==> config.mk <==
export PLATFORM = sky130hd
export DESIGN_NAME = mult_unit
export DESIGN_NICKNAME = d
export VERILOG_FILES = /design/src/rtl/mult_unit.sv
export SDC_FILE = /design/constraint.sdc
export NUM_CORES = 2
export LEC_CHECK = 0
export ABC_AREA = 1
export CAP_MARGIN = 25
export CORE_MARGIN = 3
export CORE_UTILIZATION = 50
export CTS_CLUSTER_DIAMETER = 30
export DETAILED_ROUTE_END_ITERATION = 10
export DONT_BUFFER_PORTS = 1
export GPL_TIMING_DRIVEN = 0
export PLACE_DENSITY_LB_ADDON = 0.08
export SETUP_SLACK_MARGIN = 0.3
export SYNTH_ARGS = -nofsm -noshare
export SYNTH_HDL_FRONTEND = slang
export SYNTH_SLANG_ARGS = --single-unit
==> constraint.sdc <==
create_clock -name clk -period 10.5 [get_ports clk]
set_clock_uncertainty 0.05 [all_clocks]
set_input_delay 1.05 -clock clk [delete_from_list [all_inputs] [get_ports clk]]
set_output_delay 1.05 -clock clk [all_outputs]
set_load 0.02 [all_outputs]
==> src/rtl/mult_unit.sv <==
`default_nettype none
// ============================================================================
//  Module   : mult_unit
//  Purpose  : Iterative ARM integer multiplier for the execute stage.
//             Supports MUL/MLA (32-bit result) and UMULL/UMLAL/SMULL/SMLAL
//             (64-bit result). The multiplier is consumed one byte per cycle
//             over 4 CALC iterations. A FIX cycle applies the sign and adds
//             the accumulate operand, then a single-cycle DONE state pulses
//             MultDoneE.
//  Ports    : clk        - pipeline clock, rising edge
//             reset      - asynchronous active-low reset
//             StartE     - multiply instruction present in execute
//             FlushE     - kill execute instruction / abort operation
//             MultOpE    - 000 MUL, 001 MLA, 100 UMULL, 101 UMLAL,
//                          110 SMULL, 111 SMLAL, 01x treated as MUL
//             SrcAE      - multiplicand (Rm)
//             SrcBE      - multiplier (Rs)
//             AccHiE     - RdHi accumulate operand (long accumulate)
//             AccLoE     - RdLo/Rn accumulate operand
//             MultBusyE  - stall request (combinational)
//             MultDoneE  - one-cycle result-valid pulse
//             ProdHiE    - upper result word (0 for 32-bit ops)
//             ProdLoE    - lower result word
//             MultFlagsE - {N,Z,C,V}; C and V are always 0
//  Macro    : MULT_EARLY_TERM_EN - leave CALC as soon as the remaining
//             multiplier bytes are all zero (3-6 cycle latency).
//  Revision : 1.0 - initial release
// ============================================================================
module mult_unit (
    input  logic        clk,
    input  logic        reset,
    input  logic        StartE,
    input  logic        FlushE,
    input  logic [2:0]  MultOpE,
    input  logic [31:0] SrcAE,
    input  logic [31:0] SrcBE,
    input  logic [31:0] AccHiE,
    input  logic [31:0] AccLoE,
    output logic        MultBusyE,
    output logic        MultDoneE,
    output logic [31:0] ProdHiE,
    output logic [31:0] ProdLoE,
    output logic [3:0]  MultFlagsE
);

    typedef enum logic [1:0] {
        S_IDLE = 2'd0,
        S_CALC = 2'd1,
        S_FIX  = 2'd2,
        S_DONE = 2'd3
    } state_t;

    state_t      state_q, state_d;
    logic [31:0] mag_a_q, mag_a_d;
    logic [31:0] mag_b_q, mag_b_d;
    logic [31:0] acc_hi_q, acc_hi_d;
    logic [31:0] acc_lo_q, acc_lo_d;
    logic [2:0]  op_q, op_d;
    logic        neg_q, neg_d;
    logic [63:0] acc_q, acc_d;
    logic [1:0]  iter_q, iter_d;
    logic [31:0] prod_hi_q, prod_hi_d;
    logic [31:0] prod_lo_q, prod_lo_d;
    logic [3:0]  flags_q, flags_d;

    // ------------------------------------------------------------------
    // Start acceptance and operand magnitudes
    // ------------------------------------------------------------------
    logic        w_accept;
    logic        w_signed_op;
    logic [31:0] w_src_a_mag;
    logic [31:0] w_src_b_mag;

    assign w_accept    = StartE & ~FlushE & ((state_q == S_IDLE) | (state_q == S_DONE));
    assign w_signed_op = (MultOpE[2:1] == 2'b11);
    // Magnitudes are only taken for signed long ops; for everything else the
    // raw bits are already the unsigned operand. |-2^31| fits in 32 bits.
    assign w_src_a_mag = (w_signed_op & SrcAE[31]) ? (~SrcAE + 32'd1) : SrcAE;
    assign w_src_b_mag = (w_signed_op & SrcBE[31]) ? (~SrcBE + 32'd1) : SrcBE;

    // ------------------------------------------------------------------
    // One CALC iteration: magA x one multiplier byte, shifted into place
    // ------------------------------------------------------------------
    logic [7:0]  w_b_byte;
    logic [39:0] w_partial;
    logic [63:0] w_shifted;
    logic        w_rest_zero;
    logic        w_calc_last;

    assign w_b_byte  = mag_b_q[{iter_q, 3'b000} +: 8];
    assign w_partial = {8'd0, mag_a_q} * {32'd0, w_b_byte};
    assign w_shifted = {24'd0, w_partial} << {iter_q, 3'b000};

    // True when every multiplier byte above the current one is zero
    always_comb begin
        w_rest_zero = 1'b1;
        case (iter_q)
            2'd0:    w_rest_zero = (mag_b_q[31:8]  == 24'd0);
            2'd1:    w_rest_zero = (mag_b_q[31:16] == 16'd0);
            2'd2:    w_rest_zero = (mag_b_q[31:24] == 8'd0);
            default: w_rest_zero = 1'b1;
        endcase
    end

`ifdef MULT_EARLY_TERM_EN
    assign w_calc_last = (iter_q == 2'd3) | w_rest_zero;
`else
    assign w_calc_last = (iter_q == 2'd3);
`endif

    // ------------------------------------------------------------------
    // FIX: sign correction, accumulate, result formatting and flags
    // ------------------------------------------------------------------
    logic        w_long_op;
    logic        w_mla_op;
    logic        w_long_acc_op;
    logic [63:0] w_signed_res;
    logic [63:0] w_fix_long;
    logic [31:0] w_fix_short;
    logic [31:0] w_fix_hi;
    logic [31:0] w_fix_lo;
    logic        w_fix_n;
    logic        w_fix_z;

    assign w_long_op     = op_q[2];
    assign w_mla_op      = (op_q == 3'b001);
    assign w_long_acc_op = op_q[2] & op_q[0];
    assign w_signed_res  = neg_q ? (~acc_q + 64'd1) : acc_q;
    assign w_fix_long    = w_signed_res + (w_long_acc_op ? {acc_hi_q, acc_lo_q} : 64'd0);
    assign w_fix_short   = w_signed_res[31:0] + (w_mla_op ? acc_lo_q : 32'd0);
    assign w_fix_hi      = w_long_op ? w_fix_long[63:32] : 32'd0;
    assign w_fix_lo      = w_long_op ? w_fix_long[31:0]  : w_fix_short;
    assign w_fix_n       = w_long_op ? w_fix_long[63]    : w_fix_short[31];
    assign w_fix_z       = w_long_op ? (w_fix_long == 64'd0) : (w_fix_short == 32'd0);

    // ------------------------------------------------------------------
    // Next-state logic
    // ------------------------------------------------------------------
    always_comb begin
        state_d   = state_q;
        mag_a_d   = mag_a_q;
        mag_b_d   = mag_b_q;
        acc_hi_d  = acc_hi_q;
        acc_lo_d  = acc_lo_q;
        op_d      = op_q;
        neg_d     = neg_q;
        acc_d     = acc_q;
        iter_d    = iter_q;
        prod_hi_d = prod_hi_q;
        prod_lo_d = prod_lo_q;
        flags_d   = flags_q;

        case (state_q)
            S_CALC: begin
                if (FlushE) begin
                    state_d = S_IDLE;
                end else begin
                    acc_d  = acc_q + w_shifted;
                    iter_d = iter_q + 2'd1;
                    if (w_calc_last) begin
                        state_d = S_FIX;
                    end
                end
            end
            S_FIX: begin
                if (FlushE) begin
                    state_d = S_IDLE;
                end else begin
                    prod_hi_d = w_fix_hi;
                    prod_lo_d = w_fix_lo;
                    flags_d   = {w_fix_n, w_fix_z, 2'b00};
                    state_d   = S_DONE;
                end
            end
            default: begin
                // IDLE and DONE both accept a new operation
                if (w_accept) begin
                    mag_a_d  = w_src_a_mag;
                    mag_b_d  = w_src_b_mag;
                    acc_hi_d = AccHiE;
                    acc_lo_d = AccLoE;
                    op_d     = MultOpE;
                    neg_d    = w_signed_op & (SrcAE[31] ^ SrcBE[31]);
                    acc_d    = 64'd0;
                    iter_d   = 2'd0;
                    state_d  = S_CALC;
                end else begin
                    state_d  = S_IDLE;
                end
            end
        endcase
    end

    always_ff @(posedge clk or negedge reset) begin
        if (!reset) begin
            state_q   <= S_IDLE;
            mag_a_q   <= 32'd0;
            mag_b_q   <= 32'd0;
            acc_hi_q  <= 32'd0;
            acc_lo_q  <= 32'd0;
            op_q      <= 3'd0;
            neg_q     <= 1'b0;
            acc_q     <= 64'd0;
            iter_q    <= 2'd0;
            prod_hi_q <= 32'd0;
            prod_lo_q <= 32'd0;
            flags_q   <= 4'd0;
        end else begin
            state_q   <= state_d;
            mag_a_q   <= mag_a_d;
            mag_b_q   <= mag_b_d;
            acc_hi_q  <= acc_hi_d;
            acc_lo_q  <= acc_lo_d;
            op_q      <= op_d;
            neg_q     <= neg_d;
            acc_q     <= acc_d;
            iter_q    <= iter_d;
            prod_hi_q <= prod_hi_d;
            prod_lo_q <= prod_lo_d;
            flags_q   <= flags_d;
        end
    end

    // Busy is combinational so the stall is raised in the start cycle itself
    assign MultBusyE  = w_accept | (state_q == S_CALC) | (state_q == S_FIX);
    assign MultDoneE  = (state_q == S_DONE);
    assign ProdHiE    = prod_hi_q;
    assign ProdLoE    = prod_lo_q;
    assign MultFlagsE = flags_q;

endmodule
`default_nettype wire

After elaboration in Yosys (flattened, before gate mapping) --
Index checks and enable logic that the tools add are counted.
Word-level totals: bits of input ports 135, register bits after elaboration 266
Operators by class: bitwise gates (word level) 16, $mul 1, shifts and indexed selects 2, reductions and logical operators 8, muxes and demuxes 20, add/sub/neg operators 7, equality and inequality tests 8
Operators by type and width (count):
- $mux 64 | 4
- $mux 32 | 5
- $add 64x64->64 | 2
- $pmux 64 s2 | 1
- $add 32x1->32 const B | 2
- $add 64x1->64 const B | 1
- $logic_not 64->1 | 1
- $not 32->32 | 2
- $not 64->64 | 1
- $shl 40x5->64 | 1
- $mul 32x8->40 | 1
- $add 32x32->32 | 1
- $logic_not 32->1 | 1
- $shiftx 32x6->8 | 1
- $mux 2 | 5
- $eq 2x2->1 const B | 4
- $pmux 2 s2 | 2
- $and 1x1->1 | 6
- $reduce_and 2->1 | 2
- $eq 3x1->1 const B | 1
- $mux 1 | 3
- $ne 3x3->1 const B | 1
- $not 1->1 | 3
- $or 1x1->1 | 3
- other kinds (8) | 8

Depth between registers and ports, before layout --
depth in word-level cells 6, depth in mapped cells 45, depth with buffers taken out 43

Least setup slack after synthesis --
OpenSTA, ideal clock, no wires.
kind reg-to-reg, from reg iter_q[0], to reg acc_q[61], data arrival time 6974 ps, slack 3343 ps, setup time 133 ps, cell stages (with the launch flop) 45, clock period less this slack 7157 ps, path buffers 3, cell sequence dfrtp_1 > buf_2 > clkinv_1 > clkbuf_1 > nand2_1 > o211ai_1 > nand2_1 > clkbuf_1 > nor2_1 > fa_1 > fa_1 > fa_1 > inv_1 > fa_1 > inv_1 > ha_1 > nand2_1 > inv_1 > [... 9 more ...] > nand2_1 > nand3_1 > nand3_1 > o21ai_0 > ha_1 > nand2_1 > nor2_1 > inv_1 > nor2_1 > inv_1 > nor3_2 > nand3_1 > o211ai_2 > nand2_1 > a21oi_1 > nand2_1 > nand2_1 > o22ai_1
Between the ends: longest elaborated chain between the ends 6
Ends and longest elaborated chain:
- from (decl) | RTL line 61 | logic [1:0] iter_q, iter_d;
- from (signal assigned) | RTL line 217 | iter_q <= iter_d;
- $shiftx 32x6->8 | RTL line 90 | assign w_b_byte = mag_b_q[{iter_q, 3'b000} +: 8];
- $mul 32x8->40 | RTL line 91 | assign w_partial = {8'd0, mag_a_q} * {32'd0, w_b_byte};
- $shl 40x5->64 * | RTL line 92 | assign w_shifted = {24'd0, w_partial} << {iter_q, 3'b000};
- $add 64x64->64 * | RTL line 158 | acc_d = acc_q + w_shifted;
- $mux 64 * | RTL line 155 | if (FlushE) begin
- $pmux 64 s2 * | RTL line 153 | case (state_q)
- to (signal assigned) | RTL line 203 | acc_q <= 64'd0;
- to (signal assigned) | RTL line 216 | acc_q <= acc_d;
- to (decl) | RTL line 60 | logic [63:0] acc_q, acc_d;
Every way passes the cells marked *; elsewhere a longest branch is shown, timed or not. The select of a mux whose other input is x is not followed. A chain may end at the register's enable or synchronous reset.

Worst setup path after layout --
from reg iter_q[0], to reg acc_q[47]
The elaborated chain is that of the path after synthesis.

==> qor.yml <==
run_status:
  status: "finished, final reports clean"
routing:
  final_antenna_net_count: 0
  detailedRoute.firstIterationViolations: 2583
  routedWlPerCell_um: 19.6
  via_count: 34885
  drc_errors: 0
  vias_per_cell: 5.51
  wirelength_mm: 124
  drt_pass1_iterations: 6
setup_path:
  regToRegSetupSlack_ns: 0.99
  cp_max_fo: 10
  crit_path_start_kind: "flop"
  reg2reg_from: "iter_q[0]"
  cp.required_ns: 10.91
  critPathCaptureType: "flop"
  slowest_stage: "clkbuf_1"
  cpMostUsedCell: "nand2_1"
  worst-endpoint-arrival_ns: 9.92
  max_stage_delay_ns: 0.62
  criticalPathCategory: "reg2reg"
  r2r_cells: 38
  worst-path-buf-inv: 8
  timing.rr.end: "acc_q[47]"
  crit_family: "adder cells"
clocking:
  clk_path_buf_depth: 3
  numCtsBuffers: 66
  ctsHoldBuffers: 0
  clock_latency_ns: 0.62
  cts_tree: "built"
  cts-root-buf: "clkbuf_16"
  h-tree-depth: 3
  postCtsSetupRepairBufs: 0
  clk_pin_slew_worst_paths_ns: 0.05
  cts.sinks: 266
  cts-resized-gates: 0
die:
  die_w_um: 267
  dieArea_um2: 71500
  die_h_um: 267
  start_util_pct: 50.7
  rows: 95
  ios: 205
  fp.coreArea_um2: 67400
finish:
  area_growth_pct: 10.0
  layout_common_cells: "nand2_1, inv_1, nor2_1, o21ai_0, a21oi_1"
  final_area_um2: 37600
  layout_commonest_cell: "nand2_1"
  drive_above_1_share_pct: 3.80
  nets: 5949
placed_design:
  gp_congestion: 1.00
  port_buffers: 0
  hpwl_mm: 104
  dpl_cell_area_um2: 35300
synth:
  synth_cell_types: 58
  ys_seq_area_share_pct: 19.5
  syn_inst: 5326
  syn-mean-instance-area_um2: 6.42
  synth_edf_count: 0
  ys_ff_latch: 266
  yosys_warnings: 0
  synth_top_flop_cell: "dfrtp_1"
  syn_area_um2: 34200
  ys_async_sr_fraction_pct: 100
global_route:
  antenna_found_initial: 0
  grt_remaining_overflow: 0
  grt_pass1_wl_mm: 189
  grt_pass1_vias: 34255
  grt_max_degree: 267
  track_usage_pct: 34.4
sta:
  min_period_over_period_pct: 90.6
  rsz0062_at_grt: "no"
  worst_slew_pin_slew_ns: 1.17
  maxSlewHeadroom_pct: 21.7
  fin_crit_ns: 9.51
  drv_slew: 0
  finalSetupViolCount: 0
  fin_setup_tns_ns: 0
  timing.fmax_mhz: 105
  hold_viol: 0
min_path:
  min_path_type: "in2async"
flow_run:
  maxCapViolCount: 0
[worst register-to-register path: cells and delay by family, from the launching register on]
kind	cells	cell delay, ns
compound gates	12	2.46
flops	1	0.34
xor+xnor	1	0.33
buf+inv	8	1.74
simple gates	11	1.72
fa+ha+maj	6	2.72
[sequential cells by signal, indices dropped and copies added (netlist names)]
register / cells
MultFlagsE: 2
ProdHiE: 32
ProdLoE: 32
acc_hi_q: 32
acc_lo_q: 32
acc_q: 64
iter_q: 2
mag_a_q: 32
mag_b_q: 32
neg_q: 1
op_q: 3
state_q: 2
[how the worst max path moves through the flow]
stage,startpoint,to,slack (ns),cells after the start
floorplan,iter_q[0],acc_q[61],3.34,44
global route,iter_q[0],acc_q[58],0.52,36
CTS,iter_q[0],acc_q[47],1.28,38
global placement,iter_q[0],acc_q[47],1.35,38
detailed placement,iter_q[0],acc_q[47],1.32,38
finish,iter_q[0],acc_q[47],0.99,38
[metrics by stage]
| step | util, % | hold WS [ns] | instances | setup slack, ns |
|---|---|---|---|---|
| 2_1_floorplan | - | 0.399 | 5327 | 3.34 |
| 3_3_place_gp | 52.3 | 0.418 | 6200 | 1.35 |
| 3_5_place_dp | 52.4 | 0.424 | 6203 | 1.32 |
| 4_1_cts | 55.7 | 0.0689 | 6322 | 1.28 |
| 5_1_grt | 55.8 | 0.0772 | 6324 | 0.524 |
| 6_report | 55.8 | 0.0885 | 6326 | 0.989 |
[per-layer routing]
layer	routed length, µm	global-route usage, %	vias up
met5	0	0	-
met4	7250	18.7	0
met3	7120	4.48	300
met2	60100	60.8	1123
met1	49600	40.6	16310
li1	-	-	17152
[synthesized netlist by cell type, drive strengths merged, types with 15 or more instances]
cell / number / area share, %
nand2: 1372 / 15
inv: 838 / 9.2
nor2: 792 / 8.8
o21ai: 420 / 6.3
a21oi: 297 / 4.4
dfrtp: 266 / 19
ha: 231 / 8.5
nand3: 218 / 3.2
fa: 183 / 11
xor2: 126 / 3.2
clkbuf: 109 / 1.2
nor3: 69 / 1.2
a31oi: 44 / 0.81
nand4: 42 / 0.79
xnor2: 39 / 1.0
nand3b: 35 / 0.77
o21bai: 27 / 0.59
a21o: 25 / 0.55
o211ai: 23 / 0.52
o22ai: 23 / 0.42
nor4: 22 / 0.42
buf: 20 / 0.27
o21a: 18 / 0.40
o221ai: 16 / 0.41
o31ai: 15 / 0.33
[kinds of logic (layout without fill, tap and decap cells)]
logic type	after synthesis	count (layout)	synth area share, %
AOI/OAI and AO/OA	932	932	15.3
xor gates and xnor gates	165	165	4.25
adders and majority gates	414	414	19.2
buffers and inverters	970	1094	10.7
DFF	266	266	19.5
muxes	10	10	0.293
other	1	4	0.0110
and+or+nand+nor	2568	2568	30.8
[area by class of cell]
| type | instances | area [µm²] |
|---|---|---|
| fill | 7059 | 29800 |
| multi-input combinational | 4091 | 23900 |
| sequential | 266 | 6660 |
| inverter | 841 | 3160 |
| clock buffer | 85 | 1870 |
| tap | 873 | 1090 |
| buffer | 129 | 500 |
| clock inverter | 34 | 378 |
| timing repair buffer | 5 | 71.3 |
| antenna | 2 | 5.00 |
Power is left out: the tool's default activity adds up to more than one toggle a clock period on the data nets, which glitch-free logic cannot reach.
